`config.mk`:
```
export PLATFORM = sky130hd
export DESIGN_NAME = rr_arbiter_n
export DESIGN_NICKNAME = d
export VERILOG_FILES = /design/src/rtl/rr_arbiter_n.sv
export SDC_FILE = /design/constraint.sdc
export NUM_CORES = 1
export LEC_CHECK = 0
export CAP_MARGIN = 25
export CORE_UTILIZATION = 40
export CTS_BUF_LIST = sky130_fd_sc_hd__clkbuf_16
export DETAILED_ROUTE_END_ITERATION = 7
export PLACE_DENSITY_LB_ADDON = 0.12
export SLEW_MARGIN = 20
export SYNTH_ARGS = -nofsm -noshare
export SYNTH_HDL_FRONTEND = slang
export SYNTH_SLANG_ARGS = --single-unit
```
`constraint.sdc`:
```
create_clock -name clk -period 3 [get_ports clk]
set_input_delay 0.3 -clock clk [delete_from_list [all_inputs] [get_ports clk]]
set_output_delay 0.3 -clock clk [all_outputs]
set_load 0.05 [all_outputs]
```
`src/rtl/rr_arbiter_n.sv`:
```
// N-channel arbiter with registered one-hot grant, fixed-priority or round-robin selection.
// Optional hold limit with forced rotation is built only when ARB_HOLD_LIMIT_EN is defined.
//
// state | meaning
// IDLE  | no grant outstanding, gnt = 0
// GRANT | exactly one gnt bit set, holder index in gnt_idx
module rr_arbiter_n #(
    parameter int N        = 4,
    parameter int MODE     = 1,
    parameter int MAX_HOLD = 8
) (
    input  logic                   clk,
    input  logic                   rst,
    input  logic                   en,
    input  logic [N-1:0]           req,
    output logic [N-1:0]           gnt,
    output logic                   gnt_valid,
    output logic [$clog2(N)-1:0]   gnt_idx
);

    localparam int IW = $clog2(N);

    if (N < 2 || N > 32) begin : g_bad_n
        $error("rr_arbiter_n: N must be in 2..32");
    end
    if (MAX_HOLD < 1 || MAX_HOLD > 255) begin : g_bad_hold
        $error("rr_arbiter_n: MAX_HOLD must be in 1..255");
    end

    typedef enum logic {IDLE = 1'b0, GRANT = 1'b1} state_t;

    state_t         state, state_nxt;
    logic [N-1:0]   gnt_q, gnt_nxt;
    logic [IW-1:0]  idx_q, idx_nxt;
    logic [IW-1:0]  ptr, ptr_nxt;
    logic [N-1:0]   masked, cand;
    logic [IW-1:0]  sel_idx, ptr_inc;
    logic           sel_found;
    logic           holder_req;
    logic           limit_hit;
    logic           take_new;

`ifdef ARB_HOLD_LIMIT_EN
    localparam logic [7:0] HOLD_MAX = 8'(MAX_HOLD);
    logic [7:0] hold_q, hold_nxt;
    assign limit_hit = (hold_q >= HOLD_MAX);
`else
    assign limit_hit = 1'b0;
`endif

    assign masked     = req & ~gnt_q;
    assign holder_req = |(req & gnt_q);
    assign cand       = (state == IDLE) ? req : masked;

    // Scan starts at ptr in round-robin mode and at 0 in fixed-priority mode.
    always_comb begin
        int start;
        int j;
        sel_idx   = '0;
        sel_found = 1'b0;
        start     = (MODE == 1) ? int'(ptr) : 0;
        j         = 0;
        for (int i = 0; i < N; i++) begin
            j = start + i;
            if (j >= N) j = j - N;
            if (!sel_found && cand[IW'(j)]) begin
                sel_found = 1'b1;
                sel_idx   = IW'(j);
            end
        end
    end

    assign ptr_inc = (sel_idx == IW'(N - 1)) ? '0 : sel_idx + IW'(1);

    always_ff @(posedge clk or posedge rst) begin
        if (rst) begin
            state  <= IDLE;
            gnt_q  <= '0;
            idx_q  <= '0;
            ptr    <= '0;
`ifdef ARB_HOLD_LIMIT_EN
            hold_q <= '0;
`endif
        end else begin
            state  <= state_nxt;
            gnt_q  <= gnt_nxt;
            idx_q  <= idx_nxt;
            ptr    <= ptr_nxt;
`ifdef ARB_HOLD_LIMIT_EN
            hold_q <= hold_nxt;
`endif
        end
    end

    always_comb begin
        state_nxt = state;
        gnt_nxt   = gnt_q;
        idx_nxt   = idx_q;
        ptr_nxt   = ptr;
        take_new  = 1'b0;
        if (!en) begin
            state_nxt = IDLE;
            gnt_nxt   = '0;
            idx_nxt   = '0;
        end else begin
            case (state)
                IDLE: begin
                    if (|req) take_new = 1'b1;
                end
                GRANT: begin
                    // Holder drop and forced rotation both pick from req with the holder masked.
                    if (!holder_req || (limit_hit && |masked)) begin
                        if (|masked) begin
                            take_new = 1'b1;
                        end else begin
                            state_nxt = IDLE;
                            gnt_nxt   = '0;
                            idx_nxt   = '0;
                        end
                    end
                end
                default: begin
                    state_nxt = IDLE;
                    gnt_nxt   = '0;
                    idx_nxt   = '0;
                end
            endcase
        end
        if (take_new) begin
            state_nxt = GRANT;
            gnt_nxt   = N'(1) << sel_idx;
            idx_nxt   = sel_idx;
            ptr_nxt   = ptr_inc;
        end
    end

`ifdef ARB_HOLD_LIMIT_EN
    always_comb begin
        hold_nxt = hold_q;
        if (take_new)
            hold_nxt = 8'd1;
        else if (state_nxt == IDLE)
            hold_nxt = '0;
        else if (hold_q < HOLD_MAX)
            hold_nxt = hold_q + 8'd1;
    end
`endif

    always_comb begin
        gnt       = gnt_q;
        gnt_idx   = idx_q;
        gnt_valid = (state == GRANT);
    end

endmodule

```
---- Word-level counts from Yosys, hierarchy flattened ----
Index checks and enable logic that the tools add are counted.
word-level totals
  flip-flop bits (word level) ............. 9
operators by class
  shift operators ......................... 1
  eq/ne operators ......................... 4
  magnitude comparators ................... 8
  reduce and logical (&&, ||, !) cells .... 10
  mux-type cells .......................... 44
  bitwise operators ....................... 4
  add/subtract/negate cells ............... 8
operators with widths
  kind                   count
  $mux W2                14
  $mux W4                6
  $mux W1                19
  $lt A2 B4 Y1 const B   4
  $reduce_or A4 Y1       3
  $ge A3 B3 Y1 const B   3
  $and A4 B4 Y4          2
  $bmux W1 S2            4
  $sub A2 B1 Y2 const B  4
  $add A2 B2 Y3 const B  2
  $not A4 Y4             1
  $shl A1 B2 Y4 const A  1
  $add A2 B1 Y3 const B  1
  $ge A2 B3 Y1 const B   1
  $logic_and A1 B1 Y1    3
  $logic_not A1 Y1       3
  $ne A3 B1 Y1 const B   1
  $ne A3 B2 Y1 const B   1
  $ne A3 B3 Y1 const B   1
  $reduce_and A3 Y1      1
  $add A2 B1 Y2 const B  1
  $eq A2 B2 Y1 const B   1
  $pmux W1 S2            1
  $not A1 Y1             1

---- Logic depth before layout (Yosys ltp) ----
Gate-level depths: netlist of run 1.
  depth after elaboration ................. 18
  mapped depth ............................ 9
  mapped depth without buffers ............ 7

---- Worst setup path after synthesis of run 1 ----
No wires, ideal clock.
  kind .................................... reg2reg
  from .................................... register state, in the netlist gnt_valid
  to ...................................... register ptr[1]
  cell stages (with the launch flop) ...... 8
  arrival time ............................ 2.232 ns
  data required time ...................... 2.875 ns
  path slack .............................. 0.643 ns
  library setup time ...................... 0.125 ns
  period minus slack after synthesis ...... 2.357 ns
  path through ............................ dfrtp_1 > inv_2 > o2111a_1 > nor2b_4 > nor4_4 > and2_1 > ha_1 > mux2_4
on the way
  longest elaborated chain between the ends .. 16
  elaborated cells between the ends (all ways) .. 32
  those cells by class .................... 1 x add/sub; 1 x eq/ne; 23 x mux; 1 x bitwise; 6 x reduce/logical
ends and longest elaborated chain
  item                                                  line  RTL
  from (decl)                                           32    state_t state, state_nxt;
  from (signal assigned)                                85    state <= state_nxt;
  $mux W4 (*)                                           53    assign cand = (state == IDLE) ? req : masked;
  $bmux W1 S2                                           66    if (!sel_found && cand[IW'(j)]) begin
  $mux W1 (implied by the code) (2 in series)           66
  $mux W1                                               66
  $logic_not A1 Y1                                      66
  $logic_and A1 B1 Y1                                   66
  $mux W1                                               66
  $logic_not A1 Y1                                      66
  $logic_and A1 B1 Y1                                   66
  $mux W1                                               66
  $logic_not A1 Y1                                      66
  $logic_and A1 B1 Y1                                   66
  $mux W2 (*)                                           66
  $add A2 B1 Y2 / $eq A2 B2 Y1 (equally long branches)  73    assign ptr_inc = (sel_idx == IW'(N - 1)) ? '0 : sel_idx + IW'(1);
  $mux W2 (*)                                           73
  net ptr_inc[1]                                        37    logic [IW-1:0] sel_idx, ptr_inc;
  to (signal assigned)                                  88    ptr <= ptr_nxt;
  to (decl)                                             35    logic [IW-1:0] ptr, ptr_nxt;
Mark *: on every way through the listed nets, which the timed path passes. The rest lies on a longest branch. The select of a mux whose other input is x is not followed.
A chain may end at the register's enable or synchronous reset.

---- Worst setup path after layout of run 1 ----
  from .................................... register ptr[0]
  to ...................................... register ptr[1]
on the way
  longest elaborated chain between the ends .. 17
  elaborated cells between the ends (all ways) .. 43
  those cells by class .................... 8 x add/sub; 4 x order compare; 1 x eq/ne; 24 x mux; 6 x reduce/logical
ends and longest elaborated chain
  item                                                    line
  branches (longest 14 deep; another with $add A2 B1 Y3)  n/a
  $mux W2 (*)                                             66
  $add A2 B1 Y2 / $eq A2 B2 Y1 (equally long branches)    73
  $mux W2 (*)                                             73
  net ptr_inc[1]                                          37
Mark *: on every way through the listed nets, which the timed path passes. The select of a mux whose other input is x is not followed.

==> flow_metrics.tcl, run 1 <==
set metrics [dict create \
    synth_top_family_by_area "compound AO/OA/AOI/OAI gates" \
    cp_max_fo 17 \
    htree_levels 1 \
    yosys_warnings 0 \
    crit_type "reg -> reg" \
    ys_ff_latch 9 \
    track_usage_pct 18.3 \
    die_h_um 45.9 \
    place_congestion 0.816 \
    ys_types 37 \
    clkLatencyLatePin_ps 230 \
    synth_area_per_cell_sq_um 11.2 \
    wl_per_cell_um 14.8 \
    dr_total_vias 590 \
    setup_viol 0 \
    nets 95 \
    overflow 0 \
    drtIter0Drc 23 \
    postSynthCellCount 69 \
    synth-simple-area-share_pct 17.9 \
    cts-root-buf "clkbuf_16" \
    antenna_left 0 \
    final_area_sq_um 985 \
    ys.flop_type "dfrtp_1" \
    drv_cap 0 \
    synth_area_sq_um 771 \
    cts_tree "yes" \
    synthTopCellsByArea "dfrtp_1 (29%), ha_1 (6.5%), mux2i_1 (6.5%)" \
    totalWireLength_um 1600 \
    synth_xor_area_share_pct 0 \
    synth-seq-area-share_pct 29.2 \
    worst_ep_arrival_time_ps 2680 \
    synthArstFlopShare_pct 100 \
    synth_edf_count 0 \
    vdd_drop_max_mv 0.794 \
    slew_headroom_pct 55.9 \
    row_count 15 \
    port_buffers 13 \
    core_area_sq_um 1760 \
    synthAdderAreaFrac_pct 6.49 \
    io_pins 14 \
    grt_pass1_vias 527 \
    num-fill-cells 179 \
    slew_violations 0 \
    antenna_found_initial 0 \
    synth_top_area_share_pct 29.2 \
    syn2layout_area_growth_pct 27.8 \
    cts_max_path_buffers 2 \
    die-area_sq_um 2110 \
    period_share_pct 85.7 \
    timing.fmax_mhz 389 \
    hold_path.class "in -> async" \
    clk_pin_slew_ps 40 \
    final_util_pct 55.8 \
    drive_gt1_share_pct 21.7 \
    synthMuxAreaShare_pct 13.8 \
    hold_viol 0 \
    hold_buffers 0 \
    start_util_pct 43.7 \
    fin_skew_ps 3.50 \
    cts_buffers 3 \
    avgViaCountPerCell 5.46 \
    required_ps 3110 \
    rsz0062_at_grt "false" \
    n_antenna_cell 0 \
    status "complete, no violations" \
    route.detailed.drc 0 \
    startpoint "ptr[0]$_DFFE_PP0P_" \
    layout_common_cells "clkdlybuf4s50_1 (13), dfrtp_1 (9), a22o_1 (5), mux2i_1 (5)" \
    crit_path_start_kind "flip-flop" \
    postCtsSetupRepairBufs 0 \
    postPlaceCellArea_sq_um 906 \
    worstMarginPinSlew_ps 661 \
    drt-pass1-iter-count 4 \
    power.density_nw_per_um2 1100 \
    synth_compound_area_share_pct 27.3 \
    r2r-start "ptr[0]$_DFFE_PP0P_" \
    grt_max_degree 18 \
    cp-end-kind "flip-flop" \
    grt_pass1_wl_um 2650 \
    cts_resized 0 \
    clock-sinks 9 \
    place_hpwl_um 1190 \
    layout_commonest_cell "clkdlybuf4s50_1" \
    fin_tns_setup_ps 0 \
    yosysTopAreaCell "dfrtp_1" \
    post-route-min-period_ps 2570 \
    syn-num-nets 80 \
    die_w_um 45.9 \
    p_leak_nw 0.441 \
]
registers in the layout, indices dropped and copies added, names as in the netlist:
name	count
gnt_idx	2
ptr	2
gnt_valid	1
gnt	4
through the flow:
step	setup slack [ps]	hold slack, ps	cells	total power [mW]
final	430	329	108	1.08
after global routing	292	404	108	1.16
after CTS	446	343	108	1.08
after detailed placement	449	481	104	0.855
after global placement	486	484	104	0.848
after floorplan	643	128	69	0.722
metal layers:
| layer | GRT usage, % | share of wire [%] |
|---|---|---|
| met1 | 30.4 | 53 |
| met2 | 21.1 | 43 |
| met3 | 5.95 | 3.6 |
| met4 | 5.29 | 0.50 |
| met5 | 0 | 0 |
power by group:
| group | switching [mW] | leakage [nW] | total, mW | internal [mW] |
|---|---|---|---|---|
| Combinational | 0.315 | 0.284 | 0.587 | 0.272 |
| Sequential | 0.101 | 0.115 | 0.268 | 0.167 |
| Clock | 0.0516 | 0.0423 | 0.225 | 0.173 |
| Total | 0.468 | 0.441 | 1.08 | 0.612 |
synth_stat cells (2+ instances only):
master,n
o22ai_1,2
nand2_1,2
inv_1,3
ha_1,4
nor2_1,2
nor2b_1,3
a21oi_1,2
dfrtp_1,9
a21oi_4,2
mux2_4,3
a22o_1,5
a211oi_1,2
and2_1,2
mux2i_1,5
cells by family after synthesis:
| group | Yosys count |
|---|---|
| DFF | 9 |
| AOI/OAI and AO/OA | 23 |
| buffers and inverters | 7 |
| muxes | 9 |
| adders and majority gates | 4 |
| and+or+nand+nor | 17 |
path summary, 6_finish.rpt:
kind                                     endpoint  slack (ps)  cells after the start
max in group asynchronous     gnt_valid$_DFF_PP0_        2420                      2
setup reg to reg               ptr[1]$_DFFE_PP0P_         430                      7
setup / recovery               ptr[1]$_DFFE_PP0P_         430                      7
hold reg to reg            gnt_idx[0]$_DFFE_PP0P_         500                      1
min in group clk           gnt_idx[0]$_DFFE_PP0P_         500                      1
hold / removal             gnt_idx[0]$_DFFE_PP0P_         330                      2
area by class of cell:
class                           instances  area [sq um]  area share, %
Multi-Input combinational cell         53           504           51.2
Inverter                                4          15.0           1.52
Clock buffer                            3          75.1           7.62
Clock inverter                          1          3.75          0.381
Sequential cell                         9           225           22.9
Timing Repair Buffer                   13           130           13.2
Tap cell                               25          31.3           3.18
critical path: stages, from the launching register on:
cell,delay (ps)
dfrtp_1,760
mux2_4,370
a21oi_4,220
nor4b_2,90
nor4_4,310
and2_1,210
ha_1,240
mux2_4,250
Note: power is estimated with default switching activity, not from simulation.
==> run 2, diff against run 1 <==
--- a/config.mk
+++ b/config.mk
@@ -9,7 +9,7 @@
 export CORE_UTILIZATION = 40
 export CTS_BUF_LIST = sky130_fd_sc_hd__clkbuf_16
 export DETAILED_ROUTE_END_ITERATION = 7
-export PLACE_DENSITY_LB_ADDON = 0.12
+export PLACE_DENSITY_LB_ADDON = 0.05
 export SLEW_MARGIN = 20
 export SYNTH_ARGS = -nofsm -noshare
 export SYNTH_HDL_FRONTEND = slang
==> run 2 against run 1 <==
Power grew 0.19%. Clock skew shrank 2.0 ps. Count of clock-buffer cells in the layout stayed put. Maximum frequency down 0.42%. Critical endpoint unchanged.
==> flow_metrics.tcl, run 2 (synthesis results as in run 1) <==
set metrics [dict create \
    worst_ep_arrival_time_ps 2690 \
    post-place-ws_ps 432 \
    timing.fmax_mhz 388 \
    layout_common_cells "clkdlybuf4s50_1 (13), dfrtp_1 (9), a22o_1 (5), mux2i_1 (5)" \
    setup_viol 0 \
    route.detailed.drc 0 \
    nets 95 \
    timing.rr.end "ptr[1]$_DFFE_PP0P_" \
    die-area_sq_um 2110 \
    place_hpwl_um 1200 \
    clock-sinks 9 \
    port_buffers 13 \
    r2r-start "ptr[0]$_DFFE_PP0P_" \
    path_buf_inv 0 \
    overflow 0 \
    post-route-min-period_ps 2580 \
    fin_skew_ps 1.54 \
    start_util_pct 43.7 \
    cts_buffers 3 \
    wl_per_cell_um 15.4 \
    htree_levels 1 \
    total_power_mw 1.08 \
    reg2regPathDepth 7 \
    crit_type "reg -> reg" \
    path_cells "mux2_4, a21oi_4, nor4b_2, nor4_4, and2_1, ha_1, mux2_4" \
    cts_resized 0 \
    slowest_stage "dfrtp_1" \
    n_antenna_cell 0 \
    crit_path_start_kind "flip-flop" \
    critPathMostFrequentCell "mux2_4" \
    required_ps 3110 \
    track_usage_pct 17.4 \
    drtIter0Drc 8 \
    critPathMaxStageDelay_ps 750 \
    drv_cap 0 \
    postLayoutSetupSlackWorst_ps 419 \
    cts_max_path_buffers 2 \
    clkLatencyLatePin_ps 230 \
    cp-end-kind "flip-flop" \
    power.density_nw_per_um2 1100 \
    final_util_pct 55.8 \
    row_count 15 \
    cts-root-buf "clkbuf_16" \
    hold_viol 0 \
    core_area_sq_um 1760 \
    slew_headroom_pct 56.8 \
    fin_tns_setup_ps 0 \
    antenna_found_initial 0 \
    drive_gt1_share_pct 21.7 \
    p_leak_nw 0.441 \
    grt_pass1_wl_um 2590 \
    grt_util_met3_pct 5.95 \
    grt_max_degree 18 \
    postPlaceCellArea_sq_um 906 \
    slew_violations 0 \
    hold_buffers 0 \
    place_congestion 0.767 \
    hold_path.class "in -> async" \
    largest_reg_flops 4 \
    top_usage_layer "met1" \
    status "complete, no violations" \
    grtUsageMet1_pct 26.6 \
    antenna_left 0 \
    die_h_um 45.9 \
    final_area_sq_um 985 \
    io_pins 14 \
    die_w_um 45.9 \
    totalWireLength_um 1670 \
    grt_pass1_vias 540 \
    layout_commonest_cell "clkdlybuf4s50_1" \
    period_share_pct 86.0 \
    avgViaCountPerCell 5.65 \
    startpoint "ptr[0]$_DFFE_PP0P_" \
    grt_use_met2_pct 23.9 \
    cp_max_fo 17 \
    worstMarginPinSlew_ps 648 \
    cp.depth 7 \
    cts_tree "yes" \
    critPathTopFamily "flip-flops" \
    dr_total_vias 610 \
    postCtsSetupRepairBufs 0 \
    rsz0062_at_grt "false" \
    syn2layout_area_growth_pct 27.8 \
    clk_pin_slew_ps 40 \
    endpoint "ptr[1]$_DFFE_PP0P_" \
    drt-pass1-iter-count 4 \
    vdd_drop_max_mv 0.829 \
    r2r_slack_ps 420 \
]
[run 2: cell counts in the layout (fill, tap and decap cells not counted)]
Identical to the previous run, type by type.
[run 2: cell type report]
cell class	instances	area, sq um
Fill cell	178	779
Clock inverter	1	3.75
Clock buffer	3	75.1
Multi-Input combinational cell	53	504
Sequential cell	9	225
Inverter	4	15.0
Tap cell	25	31.3
Timing Repair Buffer	13	130
[run 2: per-stage QoR]
step	hold WS [ps]	std cells
2_1_floorplan	128	69
3_3_place_gp	482	104
3_5_place_dp	487	104
4_1_cts	348	108
5_1_grt	368	108
6_report	346	108
[run 2: worst min path at each step]
stage / start / endpoint / slack, ps / cells past startpoint
2_1_floorplan: rst / gnt[0]$_DFFE_PP0P_ / 130 / 1
3_3_place_gp: gnt_idx[0]$_DFFE_PP0P_ / gnt_idx[0]$_DFFE_PP0P_ / 480 / 1
3_5_place_dp: gnt_idx[0]$_DFFE_PP0P_ / gnt_idx[0]$_DFFE_PP0P_ / 490 / 1
4_1_cts: rst / ptr[1]$_DFFE_PP0P_ / 350 / 2
5_1_grt: rst / gnt[2]$_DFFE_PP0P_ / 370 / 2
6_report: rst / ptr[1]$_DFFE_PP0P_ / 350 / 2
[run 2: per-layer routing]
metal,vias up,routed length (um),part of all wire [%]
li1,293,-,-
met3,0,38,2.3
met1,306,895,54
met2,11,733,44
met4,0,0,0
met5,-,0,0
[run 2: where the power goes]
| group | switching [mW] | internal [mW] |
|---|---|---|
| clock | 0.0530 | 0.174 |
| sequential | 0.102 | 0.167 |
| combinational | 0.315 | 0.271 |
==> run 3, diff against run 2 <==
==> constraint.sdc (replaced) <==
create_clock -name clk -period 3.2 [get_ports clk]
set_input_delay 0.32 -clock clk [delete_from_list [all_inputs] [get_ports clk]]
set_output_delay 0.32 -clock clk [all_outputs]
set_load 0.05 [all_outputs]
==> run 3 against run 2 <==
Register-to-register slack better by 200 ps. Sequential power down 7%. Largest cell class unchanged. Core utilization unchanged. Power down 6.2%. Non-clock buffer count unchanged. Clock skew about the same. Via count up 1.3%. Largest power group unchanged. Die area unchanged. Maximum frequency about the same. Global-route usage up 0.42 points. Clock power down 5%. Routed wire length down 1.8%.
==> flow_metrics.tcl, run 3 (synthesis results as in run 1) <==
set metrics [dict create \
    dr_total_vias 618 \
    critPathMostFrequentCell "mux2_4" \
    slew_violations 0 \
    crit_type "reg -> reg" \
    route.detailed.drc 0 \
    worst_ep_arrival_time_ps 2690 \
    postCtsSetupRepairBufs 0 \
    syn2layout_area_growth_pct 27.8 \
    grt_max_degree 18 \
    final_area_sq_um 985 \
    clock-sinks 9 \
    cts_resized 0 \
    post-place-ws_ps 650 \
    totalWireLength_um 1640 \
    slew_headroom_pct 57.3 \
    critPathMaxStageDelay_ps 740 \
    drv_cap 0 \
    antenna_left 0 \
    antenna_found_initial 0 \
    post-route-min-period_ps 2580 \
    nets 95 \
    wl_per_cell_um 15.2 \
    place_hpwl_um 1170 \
    cts-root-buf "clkbuf_16" \
    regArea_sq_um 225 \
    multiInputGateArea_sq_um 504 \
    port_buffers 13 \
    postPlaceCellArea_sq_um 906 \
    drt-pass1-iter-count 4 \
    cp.depth 7 \
    fin_skew_ps 1.32 \
    cts_tree "yes" \
    die_w_um 45.9 \
    p_leak_nw 0.441 \
    fin_tns_setup_ps 0 \
    hold_buffers 0 \
    avgViaCountPerCell 5.72 \
    num-fill-cells 169 \
    postLayoutSetupSlackWorst_ps 622 \
    r2r_slack_ps 620 \
    htree_levels 1 \
    final_util_pct 55.8 \
    start_util_pct 43.7 \
    setup_viol 0 \
    cp-end-kind "flip-flop" \
    die_h_um 45.9 \
    rsz0062_at_grt "false" \
    total_power_mw 1.01 \
    status "complete, no violations" \
    clkLatencyLatePin_ps 230 \
    drtIter0Drc 18 \
    hold_path.class "in -> async" \
    io_pins 14 \
    slowest_stage "dfrtp_1" \
    timing.rr.end "ptr[1]$_DFFE_PP0P_" \
    crit_path_start_kind "flip-flop" \
    dp.cells 104 \
    worstMarginPinSlew_ps 641 \
    r2r-start "ptr[0]$_DFFE_PP0P_" \
    clk_pin_slew_ps 40 \
    n_antenna_cell 0 \
    grt_pass1_vias 540 \
    timing.fmax_mhz 388 \
    cts_max_path_buffers 2 \
    overflow 0 \
    hold_viol 0 \
    required_ps 3320 \
    path_buf_inv 0 \
    vdd_drop_max_mv 0.590 \
    place_congestion 0.781 \
    core_area_sq_um 1760 \
    endpoint "ptr[1]$_DFFE_PP0P_" \
    path_cells "mux2_4, a21oi_4, nor4b_2, nor4_4, and2_1, ha_1, mux2_4" \
    reg2regPathDepth 7 \
    startpoint "ptr[0]$_DFFE_PP0P_" \
    period_share_pct 80.6 \
    largest_reg_flops 4 \
    grt_pass1_wl_um 2590 \
    die-area_sq_um 2110 \
    layout_common_cells "clkdlybuf4s50_1 (13), dfrtp_1 (9), a22o_1 (5), mux2i_1 (5)" \
    cts_buffers 3 \
    track_usage_pct 17.8 \
    critPathTopFamily "flip-flops" \
    holdWs_ps 345 \
    cp_max_fo 17 \
    power.density_nw_per_um2 1030 \
    drive_gt1_share_pct 21.7 \
    final_cells 108 \
    row_count 15 \
    layout_commonest_cell "clkdlybuf4s50_1" \
]
## run 3: cell counts in the layout (fill, tap and decap cells not counted)
No cell type changed its count.
## run 3: per-layer routing
layer | vias up | wire length, um | share of wire [%] | global-route usage (%)
met4 | 0 | 12 | 0.73 | 5.29
met3 | 2 | 101 | 6.2 | 7.14
met1 | 295 | 823 | 50 | 24.5
li1 | 296 | - | - | -
met5 | - | 0 | 0 | 0
met2 | 25 | 700 | 43 | 25.4
## run 3: area by class of cell
class,instances,area share (%)
clock buffer,3,7.62
clock inverter,1,0.381
inverter,4,1.52
multi-input combinational,53,51.2
sequential,9,22.9
tap,25,3.18
timing repair buffer,13,13.2
## run 3: worst min-delay path by stage
| stage | to | slack (ps) | cells after the start |
|---|---|---|---|
| global placement | gnt_idx[0]$_DFFE_PP0P_ | 480 | 1 |
| floorplan | gnt[0]$_DFFE_PP0P_ | 150 | 1 |
| finish | gnt_idx[0]$_DFFE_PP0P_ | 350 | 2 |
| CTS | ptr[1]$_DFFE_PP0P_ | 360 | 2 |
| global route | ptr[1]$_DFFE_PP0P_ | 380 | 2 |
| detailed placement | gnt_idx[0]$_DFFE_PP0P_ | 480 | 1 |
## run 3: power breakdown
group	total (mW)	internal, mW	leakage (nW)	switching, mW
Clock	0.216	0.163	0.0423	0.0527
Combinational	0.548	0.254	0.284	0.295
Sequential	0.251	0.156	0.115	0.0943
Total	1.01	0.573	0.441	0.442
==> RTL edit (config.mk and constraints of run 1) <==
Build with the macro `ARB_HOLD_LIMIT_EN` defined.
--- a/src/rtl/rr_arbiter_n.sv
+++ b/src/rtl/rr_arbiter_n.sv
@@ -6,2 +6,4 @@
 // GRANT | exactly one gnt bit set, holder index in gnt_idx
+`define ARB_HOLD_LIMIT_EN
+
 module rr_arbiter_n #(
Formal check against the unedited RTL: not equivalent (a bounded check fails within 10 cycles, from zero or initial values and one cycle with rst high).
==> RTL edit against run 1 <==
- sequential power increased by 22%
- via count increased by 27%
- critical path depth increased by 1
- largest cell class unchanged
- global-route usage decreased by 0.15 points
- sequential cell count increased by 8
- synthesized area increased by 31%
- total power decreased by 2.3%
- clock power increased by 22%
- die area increased by 30%
- design area increased by 27%
- setup slack improved by 360 ps
- wire length increased by 25%
- worst hold slack improved by 110 ps
==> RTL edit: results (changes against run 1) <==
[status]
status=finished, final reports clean  ; unchanged

[power]
vdd_drop_max_uv=563  ; was 794 µV
leakagePower_uw=0.000551  ; was 0.000441 µW

[synthesis]
synth_mux_area_share_pct=3.71  ; was 13.8%
syn_inst=105  ; was 69
synthTopCellsByCount=17 x dfrtp_1, 16 x nand2_1, 9 x inv_1  ; was 9 x dfrtp_1, 5 x a22o_1, 5 x mux2i_1
synthTopCellsByArea=dfrtp_1 42%, ha_1 7.4%, nand2_1 5.9%  ; was dfrtp_1 29%, ha_1 6.5%, mux2i_1 6.5%
synth_xor_area_share_pct=0.865  ; was 0%
yosys.area_share.adder_pct=7.42  ; was 6.49%
synth.distinct_cells=31  ; was 37
syn_nets=118  ; was 80

[critical_path]
path_delay_family=compound AO/OA/AOI/OAI gates  ; was flip-flops
rr_startpoint=gnt_valid$_DFF_PP0_  ; was ptr[0]$_DFFE_PP0P_
max_stage_delay_ps=550  ; was 760 ps
slowest_stage=clkdlybuf4s50_1  ; was dfrtp_1
rrSetupSlack_ps=870  ; was 430 ps
start_kind=input port  ; was register
critPathArrivalTime_ps=2350  ; was 2680 ps
crit_path_start=req[0]  ; was ptr[0]$_DFFE_PP0P_
reg2reg_to=ptr[1]$_DFFE_PP0N_  ; was ptr[1]$_DFFE_PP0P_

[placement]
gp_congestion=0.798  ; was 0.816
dp_hpwl_um=1500  ; was 1190 µm

[sta]
slew_headroom_pct=56.5  ; was 55.9%
clock_skew_ps=2.82  ; was 3.50 ps

[global_route]
grt_use_total_pct=18.2  ; was 18.3%
grt_busiest_layer=met2  ; was met1
grt_first_pass_wirelength_um=3590  ; was 2650 µm
met2_usage_pct=28.7  ; was 21.1%

[cells_and_area]
largest_reg_flops=8  ; was 4
layout-drive-gt1-share_pct=11.7  ; was 21.7%

[clock_tree]
clk_latency_ps=250  ; was 230 ps

[route]
dr_total_vias=751  ; was 590
routed_wl_um=2000  ; was 1600 µm
drt_iter0_drc=35  ; was 23

## RTL edit: cell types whose count changed after synthesis, moves of 3 or more
cell	change
inv_1	+6
nand2_1	+14
a22o_1	-5
o21ai_0	+3
and2_1	+4
dfrtp_1	+8
mux2i_1	-5
o32ai_1	+3
nor2_1	+4
## RTL edit: worst max-delay path by stage
stage / end / depth (start not counted)
floorplan: ptr[1]$_DFFE_PP0N_ / 8
global placement: ptr[1]$_DFFE_PP0N_ / 8
detailed placement: ptr[1]$_DFFE_PP0N_ / 8
CTS: ptr[1]$_DFFE_PP0N_ / 8
global route: ptr[1]$_DFFE_PP0N_ / 8
finish: ptr[1]$_DFFE_PP0N_ / 8
## RTL edit: cells by family after synthesis
| logic type | after synthesis |
|---|---|
| DFF | 17 |
| xor gates and xnor gates | 1 |
| muxes | 3 |
| adders and majority gates | 6 |
| buffers and inverters | 11 |
| AOI/OAI and AO/OA | 28 |
| and+or+nand+nor | 39 |
## RTL edit: cell type report
class / instances / area, µm² / share of cell area, %
multi-input cells: 77 / 546 / 43.6
flip-flops and latches: 17 / 425 / 34.0
repair buffers: 13 / 130 / 10.4
clock buffers: 3 / 75.1 / 5.99
well taps: 28 / 35.0 / 2.80
inverters: 9 / 33.8 / 2.70
clock inverters: 1 / 7.51 / 0.599
## RTL edit: metal layers
metal | vias up | routed length [µm]
met5 | - | 0
met3 | 5 | 85
li1 | 395 | -
met1 | 335 | 1020
met2 | 16 | 866
met4 | 0 | 25
## RTL edit: per-stage QoR
step / util, % / instance area [µm²] / hold WS (ps) / worst slack (ps)
after global placement: 50.9 / 1170 / 476 / 592
after detailed placement: 50.9 / 1170 / 474 / 545
after floorplan: - / 1010 / 226 / 667
after global routing: 54.5 / 1250 / 498 / 689
after CTS: 54.5 / 1250 / 469 / 797
final: 54.5 / 1250 / 439 / 786
## RTL edit: where the power goes
| part | total [µW] | internal, µW | switching [µW] |
|---|---|---|---|
| logic | 453 | 182 | 271 |
| registers | 327 | 275 | 51.8 |
| clock network | 275 | 180 | 95.3 |
